<file path="config.mk">
export PLATFORM = sky130hd
export DESIGN_NAME = cplx_delay_line
export DESIGN_NICKNAME = d
export VERILOG_FILES = /design/src/rtl/cplx_delay_line.sv
export SDC_FILE = /design/constraint.sdc
export NUM_CORES = 2
export LEC_CHECK = 0
export BUFFER_PORTS_ARGS = -buffer_cell sky130_fd_sc_hd__buf_2
export CORE_UTILIZATION = 47
export CTS_CLUSTER_SIZE = 10
export DETAILED_ROUTE_END_ITERATION = 16
export PLACE_DENSITY_LB_ADDON = 0.3
export SLEW_MARGIN = 20
export SYNTH_ARGS = -nofsm -noshare
export SYNTH_HDL_FRONTEND = slang
export SYNTH_SLANG_ARGS = --single-unit
</file>
<file path="constraint.sdc">
create_clock -name clk -period 7.5 [get_ports clk]
set_clock_uncertainty 0.2 [all_clocks]
set_input_delay 1.5 -clock clk [delete_from_list [all_inputs] [get_ports clk]]
set_output_delay 1.5 -clock clk [all_outputs]
set_load 0.005 [all_outputs]
</file>
<file path="src/rtl/cplx_delay_line.sv">
// Complex-sample delay line with runtime-selectable length.
// A circular buffer holds the last L accepted samples. Each accepted edge
// reads the oldest slot and overwrites it in place, which gives a latency of
// exactly L enabled edges. A flush or a length change empties the line, and
// outputs stay at zero until the line has been refilled.
module cplx_delay_line #(
  parameter int unsigned DW        = 32,
  parameter int unsigned MAX_DEPTH = 30,
  parameter int unsigned LW        = $clog2(MAX_DEPTH + 1)
) (
  input  logic          clk,
  input  logic          rst_n,
  input  logic          en,
  input  logic          flush,
  input  logic [LW-1:0] len,
  input  logic          in_valid,
  input  logic [DW-1:0] in_re,
  input  logic [DW-1:0] in_img,
  output logic          out_valid,
  output logic [DW-1:0] out_re,
  output logic [DW-1:0] out_img,
  output logic          primed,
  output logic          len_err
);

  localparam int unsigned   PW   = $clog2(MAX_DEPTH);
  localparam logic [LW-1:0] MAXL = LW'(MAX_DEPTH);

  // Sample storage; contents need no reset because the valid tags, the fill
  // count and the output gating keep stale words from ever being emitted.
  logic [DW-1:0]        mem_re  [MAX_DEPTH];
  logic [DW-1:0]        mem_img [MAX_DEPTH];
  logic [MAX_DEPTH-1:0] vmem;

  logic [PW-1:0] ptr;
  logic [LW-1:0] act_len;
  logic [LW-1:0] fill;
  logic          started;

  logic          len_ok_c;
  logic [LW-1:0] eff_len_c;
  logic          len_chg_c;
  logic          clear_c;
  logic          accept_c;
  logic [PW-1:0] ptr_nxt_c;
  logic [LW-1:0] fill_nxt_c;

  // Length legality, change detection, accept qualification, next pointer/fill
  always_comb begin
    len_ok_c   = (len != '0) && (len <= MAXL);
    eff_len_c  = len_ok_c ? len : MAXL;
    len_chg_c  = !started || (eff_len_c != act_len);
    clear_c    = flush || len_chg_c;
    accept_c   = en && !clear_c;
    ptr_nxt_c  = (ptr == PW'(act_len - LW'(1))) ? '0 : ptr + PW'(1);
    fill_nxt_c = (fill == act_len) ? fill : fill + LW'(1);
  end

  // Data words: write the incoming sample into the slot being read out
  always_ff @(posedge clk) begin
    if (accept_c) begin
      mem_re[ptr]  <= in_re;
      mem_img[ptr] <= in_img;
    end
  end

  // Control state, valid tags and registered outputs
  always_ff @(posedge clk or negedge rst_n) begin
    if (!rst_n) begin
      ptr       <= '0;
      fill      <= '0;
      act_len   <= MAXL;
      started   <= 1'b0;
      vmem      <= '0;
      out_valid <= 1'b0;
      out_re    <= '0;
      out_img   <= '0;
      primed    <= 1'b0;
      len_err   <= 1'b0;
    end else begin
      started <= 1'b1;
      len_err <= !len_ok_c;
      if (len_chg_c) begin
        act_len <= eff_len_c;
      end
      if (clear_c) begin
        ptr       <= '0;
        fill      <= '0;
        vmem      <= '0;
        out_valid <= 1'b0;
        out_re    <= '0;
        out_img   <= '0;
        primed    <= 1'b0;
      end else if (accept_c) begin
        vmem[ptr] <= in_valid;
        ptr       <= ptr_nxt_c;
        fill      <= fill_nxt_c;
        primed    <= (fill_nxt_c == act_len);
        if (primed) begin
          out_valid <= vmem[ptr];
          out_re    <= mem_re[ptr];
          out_img   <= mem_img[ptr];
        end else begin
          out_valid <= 1'b0;
          out_re    <= '0;
          out_img   <= '0;
        end
      end
    end
  end

endmodule

</file>
[Word level (Yosys, flattened, before mapping)]
Memory sizes are Yosys's and may differ from the RTL's.
Cells that the tools add are included.
Storage, ports and cells
  flip-flop bits (word level): 113
  bits in writable memories: 1920
  input bits: 74
  logic and storage cells: 59
  memories: 2
Memory list
  mem_img: words 30, width 32, rd ports 1, clocked after Yosys merged registers in 0, wr ports 1, line 32  | logic [DW-1:0] mem_img [MAX_DEPTH];
  mem_re: words 30, width 32, rd ports 1, clocked after Yosys merged registers in 0, wr ports 1, line 31  | logic [DW-1:0] mem_re [MAX_DEPTH];
Cells by class
  add/subtract/negate cells: 3
  magnitude comparators: 3
  equality and inequality tests: 4
  mux-type cells: 27
  reduce and logical (&&, ||, !) cells: 10
Operators with widths (count)
  32-bit two-way mux: 6
  30-bit two-way mux: 2
  5-bit two-way mux: 7
  30-bit bitwise mux: 1
  5-bit equality test: 3
  5-bit by 1-bit adder with 5-bit output, second input constant: 2
  1-bit two-way mux: 9
  5-bit by 6-bit < comparator with 1-bit output, second input constant: 1
  1-bit binary-select mux with 5-bit select: 1
  1-bit demux with 5-bit select: 1
  5-bit by 1-bit greater-or-equal comparator with 1-bit output, second input constant: 1
  5-bit less-or-equal comparator, second input constant: 1
  5-bit != test: 1
  5-bit nonzero test: 1
  5-bit by 1-bit subtractor with 5-bit output, second input constant: 1
  1-bit logical AND: 3
  1-bit logical NOT: 3
  1-bit logical OR: 2
  2-bit nonzero test: 1

[Longest topological paths before layout]
  word-level depth: 10
  gate-level depth with buffers: 12
  depth with buffers taken out: 7

[Worst setup path after synthesis]
Ideal clock, no wire load.
  path kind: input to register
  from: in len[2]
  to: mem mem_img[28][0] (enable)
  data arrival time: 7.152 ns
  required time: 6.735 ns
  slack: -0.417 ns
  stages: 7
  cell sequence: xnor2_1 or4b_1 a32oi_1 nand4_1 buf_2 buf_2 nor3_1
Between the ends
  longest elaborated chain between the ends: 10
  elaborated cells on any way between the ends: 11
  those cells by class: order compare: 1; eq/ne: 1; mux: 3; reduce/logical: 6
RTL lines
  from (decl): line 15  | input logic [LW-1:0] len,
  5-bit less-or-equal comparator or 5-bit nonzero test (tied branches): line 50  | len_ok_c = (len != '0) && (len <= MAXL);
  1-bit logical AND: line 50
  5-bit two-way mux *: line 51  | eff_len_c = len_ok_c ? len : MAXL;
  5-bit != test *: line 52  | len_chg_c = !started || (eff_len_c != act_len);
  1-bit logical OR *: line 52
  1-bit logical OR *: line 53  | clear_c = flush || len_chg_c;
  1-bit logical NOT *: line 54  | accept_c = en && !clear_c;
  1-bit logical AND *: line 54
  1-bit two-way mux *: line 61  | if (accept_c) begin
  1-bit two-way mux (implied by the code) *: line 63  | mem_img[ptr] <= in_img;
  to (decl): line 32
Every way passes the cells marked *; elsewhere a longest branch is shown, timed or not.

[Worst setup path in the final report]
  from: in len[2]
  to: mem mem_re[22][29] (enable)
Between the ends
  longest elaborated chain between the ends: 10
  elaborated cells on any way between the ends: 11
  those cells by class: order compare: 1; eq/ne: 1; mux: 3; reduce/logical: 6
RTL lines
  5-bit less-or-equal comparator or 5-bit nonzero test (tied branches): line 50
  1-bit logical AND: line 50
  5-bit two-way mux *: line 51
  5-bit != test *: line 52
  1-bit logical OR *: line 52
  1-bit logical OR *: line 53
  1-bit logical NOT *: line 54
  1-bit logical AND *: line 54
  1-bit two-way mux *: line 61
  1-bit two-way mux (implied by the code) *: line 62  | mem_re[ptr] <= in_re;
  to (decl): line 31
Marks and branches as above.

==> run summary <==
The flow ran to the end, and the final reports show no timing, DRC or antenna violations. The core region area came out at 0.166 mm². Summed over all layers, the global routing overflow is 0.

The overall fraction of global-route tracks in use came out at 0.246. In this run the tool buffered the top-level ports with 140 buffer cells. The cell count after synthesis came out at 4393.

The time the worst path needs with I/O delays and setup works out to 4.85 ns. Type of element launching the critical path: an input port. Counting along the longest clock path gives a buffer depth of 3. Tightest slew margin relative to the limit: 0.122.

The hold-fix buffer count after cts was 0; the final cycle utilization of the critical path was 0.647. Dividing the detail-routed via count by the number of cells gives 6.14. The tools report the launch point of the worst reg-to-reg path as act_len[2]. The run gives 0.0786 mm² as the mapped cell area. Walking the worst path, the cells encountered are buf_2 > xnor2_1 > or4b_1 > a32oi_1 > nand4_1 > buf_4 > nor3_4 > buf_12. The tools report the number of hold violations in the final report as 0. Yosys attributes the largest share of cell area to edfxtp_1 73%, mux2i_1 12%, dfrtp_1 3.5%. The total vias in the final route was 42813.

Setup repair after global routing left no endpoint under its margin. The final-report max-slew violation count came out at 0. The wire length of the first global-routing pass is 299000 µm. After clock tree synthesis, the clock-pin slew on the worst setup and hold paths is 0.05 ns.

Together, buffers and inverters on the worst path number 3. Of all nets on the critical path, the largest fanout is 52. The tools report the portion of the post-synthesis area used by sequential elements as 0.770. The critical path arrival is 5.10 ns. The die footprint came out at 0.169 mm². The initial standard-cell utilization of the core is 0.475, and the depth of the CTS H-tree is 4. For the worst supply voltage drop on vdd, the log shows 262 µV. The share of the synthesized area in compound gates (AO/OA/AOI/OAI) is 0.0538. The later pin in the worst-skew pair is clocked with a latency of 0.87 ns. For this block, the routed nets add up to 209000 µm of wire.

Reported net switching power: 0.00449 W. The most used flip-flop cell after synthesis is edfxtp_1. The root buffer cell chosen for the clock tree is clkbuf_16. The post-cts repair resize count is 0.

From synthesis to final layout, the design area changed by 13.1%. The most common cell in the synthesized netlist is edfxtp_1. Post-synthesis share of cell area spent on xor and xnor gates: 0.00201.

The worst hold path begins at out_re[2]. The simple-gate area share of the yosys netlist works out to 0.0302. The die is 411 µm wide.

Derived from the worst setup path, the maximum achievable clock frequency is 206 MHz. The proportion of synthesized flip-flops having asynchronous set or reset is 0.0556. For the via count of the first global-routing pass, the log shows 41912. The fraction of layout cells with a size suffix above 1 was 0.124; the warning count from the yosys run was 0. Final hold slack: 0.334 ns.

The total leakage power is 26.7 nW, and the number of enable flip-flop cells after synthesis is 1920. Power spread over the standard cell area amounts to 255 mW/mm². In this run the post-CTS setup repair buffer count came out at 0. For the sequential share of power, the log shows 0.549. The portion of synthesized cell area occupied by the leading cell type was 0.734. The commonest cells after synthesis are 1920 x edfxtp_1, 931 x mux2i_1, 420 x o22ai_1.

The run gives 4995 as the detailed router's first-iteration violation count. Entering global routing, the biggest net connects 131 pins. TritonCTS built the clock tree.

The adder-cell share of the synthesized area works out to 0.000955. In this run the worst setup path begins at len[2]. The number of detailed-route iterations in the first pass was 5; the number of standard cells in the layout, taps in and fillers out was 6970. The class of the most critical hold timing path was reg -> reg.

For this run, the post-layout net count is 4679. Across the run, the number of max-cap violations was 0. The post-synthesis mux area share works out to 0.126. Setup violations remaining at the end of the flow were counted as 0. The worst setup path is captured at a flop.

Number of unique standard cell types used by synthesis: 61. At the pin with the least slew margin, the transition time is 1.32 ns. The internal power of the cells was 0.0181 W; the number of nets produced by synthesis was 4473. The post-synthesis average cell area was 17.9 µm². For this design, the slowest cell found on the critical path is nor3_4.

The tools report the power share of the combinational group as 0.011. From bottom edge to top edge, the die measures 411 µm. The number of buffers added by the clock tree synthesis step is 224, and the count of boundary I/O pins is 141. After synthesis, the largest family of logic cells by area is multiplexers.

The run gives 0 as the remaining antenna violation count. The post-synthesis sequential element count works out to 2033. The required time of the worst setup path is 7.75 ns, and the mean routed wirelength per cell is 30.0 µm.

The row count is 149. The total clock sinks was 2033. The relative contribution of the clock network to total power is 0.440. The fraction of power spent switching nets came out at 0.198. The kind of cell with the highest combined delay along the critical path is simple AND/OR/NAND/NOR gates. For the filler cell count, the log shows 13067.

The most area-hungry cell type in the Yosys netlist is edfxtp_1. The critical path is of the in -> reg type. The final estimated routing congestion in global placement is 0.795, and the post-detailed-route DRC marker count is 0. In this design, the stage delay of the slowest critical-path cell is 0.86 ns. HPWL reported at the end of detailed placement: 111000 µm. Once placement completed, the tool counted placed cells totaling 6562. For the number of antenna violations at the first check in global routing, the log shows 7.
[worst reg2reg max path, stage by stage, from the launching register on]
cell,delay (ns)
dfstp_2,0.63
xnor2_1,0.18
or4b_1,0.47
a32oi_1,0.23
nand4_1,0.62
buf_4,0.48
nor3_4,0.87
buf_12,0.48
[per-stage QoR]
step	setup TNS (ns)	power [W]	area, µm²	setup WS [ns]	utilization
detailed placement	0	0.0129	82300	1.87	0.497
global placement	0	0.0129	82200	1.82	0.497
finish	0	0.0226	88800	2.65	0.537
global route	0	0.0232	88800	2.52	0.537
floorplan	-230.40	0.0127	78700	-0.403	-
CTS	0	0.0228	88800	2.73	0.537
[power groups by stage]
stage,Sequential (W),Combinational [W],Clock [W]
detailed placement,0.0127,0.000250,0
global placement,0.0127,0.000242,0
floorplan,0.0127,0.0000417,0
global route,0.0124,0.000269,0.0105
CTS,0.0124,0.000249,0.0101
finish,0.0124,0.000247,0.00996
[state kept, by name, summed over array words and instances (netlist names)]
| signal | count |
|---|---|
| len_err | 1 |
| primed | 1 |
| started | 1 |
| out_valid | 1 |
| mem_img | 960 |
| out_img | 32 |
| ptr | 5 |
| fill | 5 |
| mem_re | 960 |
| out_re | 32 |
| vmem | 30 |
| act_len | 5 |
[final timing paths]
check	to	slack, ns	cells past startpoint
setup / recovery	mem_re[22][29]	2.65	8
hold / removal	out_re[2]	0.33	2
setup reg to reg	mem_re[22][29]	2.84	7
hold reg to reg	out_re[2]	0.33	2
max in group asynchronous	out_img[31]	5.21	2
min in group asynchronous	out_img[17]	0.59	1
[metal layers]
metal / part of all wire / wire length, µm / global-route usage
met5: 0.000033 / 7 / 0
met4: 0.026 / 5460 / 0.0746
met3: 0.075 / 15600 / 0.0355
met2: 0.49 / 102000 / 0.403
met1: 0.41 / 86000 / 0.343
[area by class of cell]
cell class | instances | area (µm²) | area share
Tap cell | 2189 | 2740 | 0.0308
Timing Repair Buffer | 257 | 1850 | 0.0209
Clock inverter | 20 | 330 | 0.00372
Sequential cell | 2033 | 60500 | 0.681
Antenna cell | 3 | 7.51 | 0.0000845
Clock buffer | 385 | 6250 | 0.0704
Inverter | 11 | 41.3 | 0.000465
Multi-Input combinational cell | 2072 | 17100 | 0.193
[cell usage in the layout (no fill, tap or decap), types with 81 or more instances in the layout]
| cell type | instances |
|---|---|
| edfxtp_1 | 1920 |
| nor4_1 | 110 |
| buf_2 | 138 |
| dfrtp_1 | 106 |
| buf_4 | 96 |
| a21oi_1 | 85 |
| nor2_1 | 81 |
| mux2i_1 | 931 |
| clkbuf_1 | 159 |
| o22ai_1 | 420 |
| clkbuf_16 | 226 |
[logic make-up after synthesis]
| family | after synthesis |
|---|---|
| and+or+nand+nor | 422 |
| other | 1 |
| muxes | 956 |
| AOI/OAI and AO/OA | 669 |
| adders and majority gates | 6 |
| buffers and inverters | 288 |
| DFF | 2033 |
| xor gates and xnor gates | 18 |
Note: power is estimated with default switching activity, not from simulation.
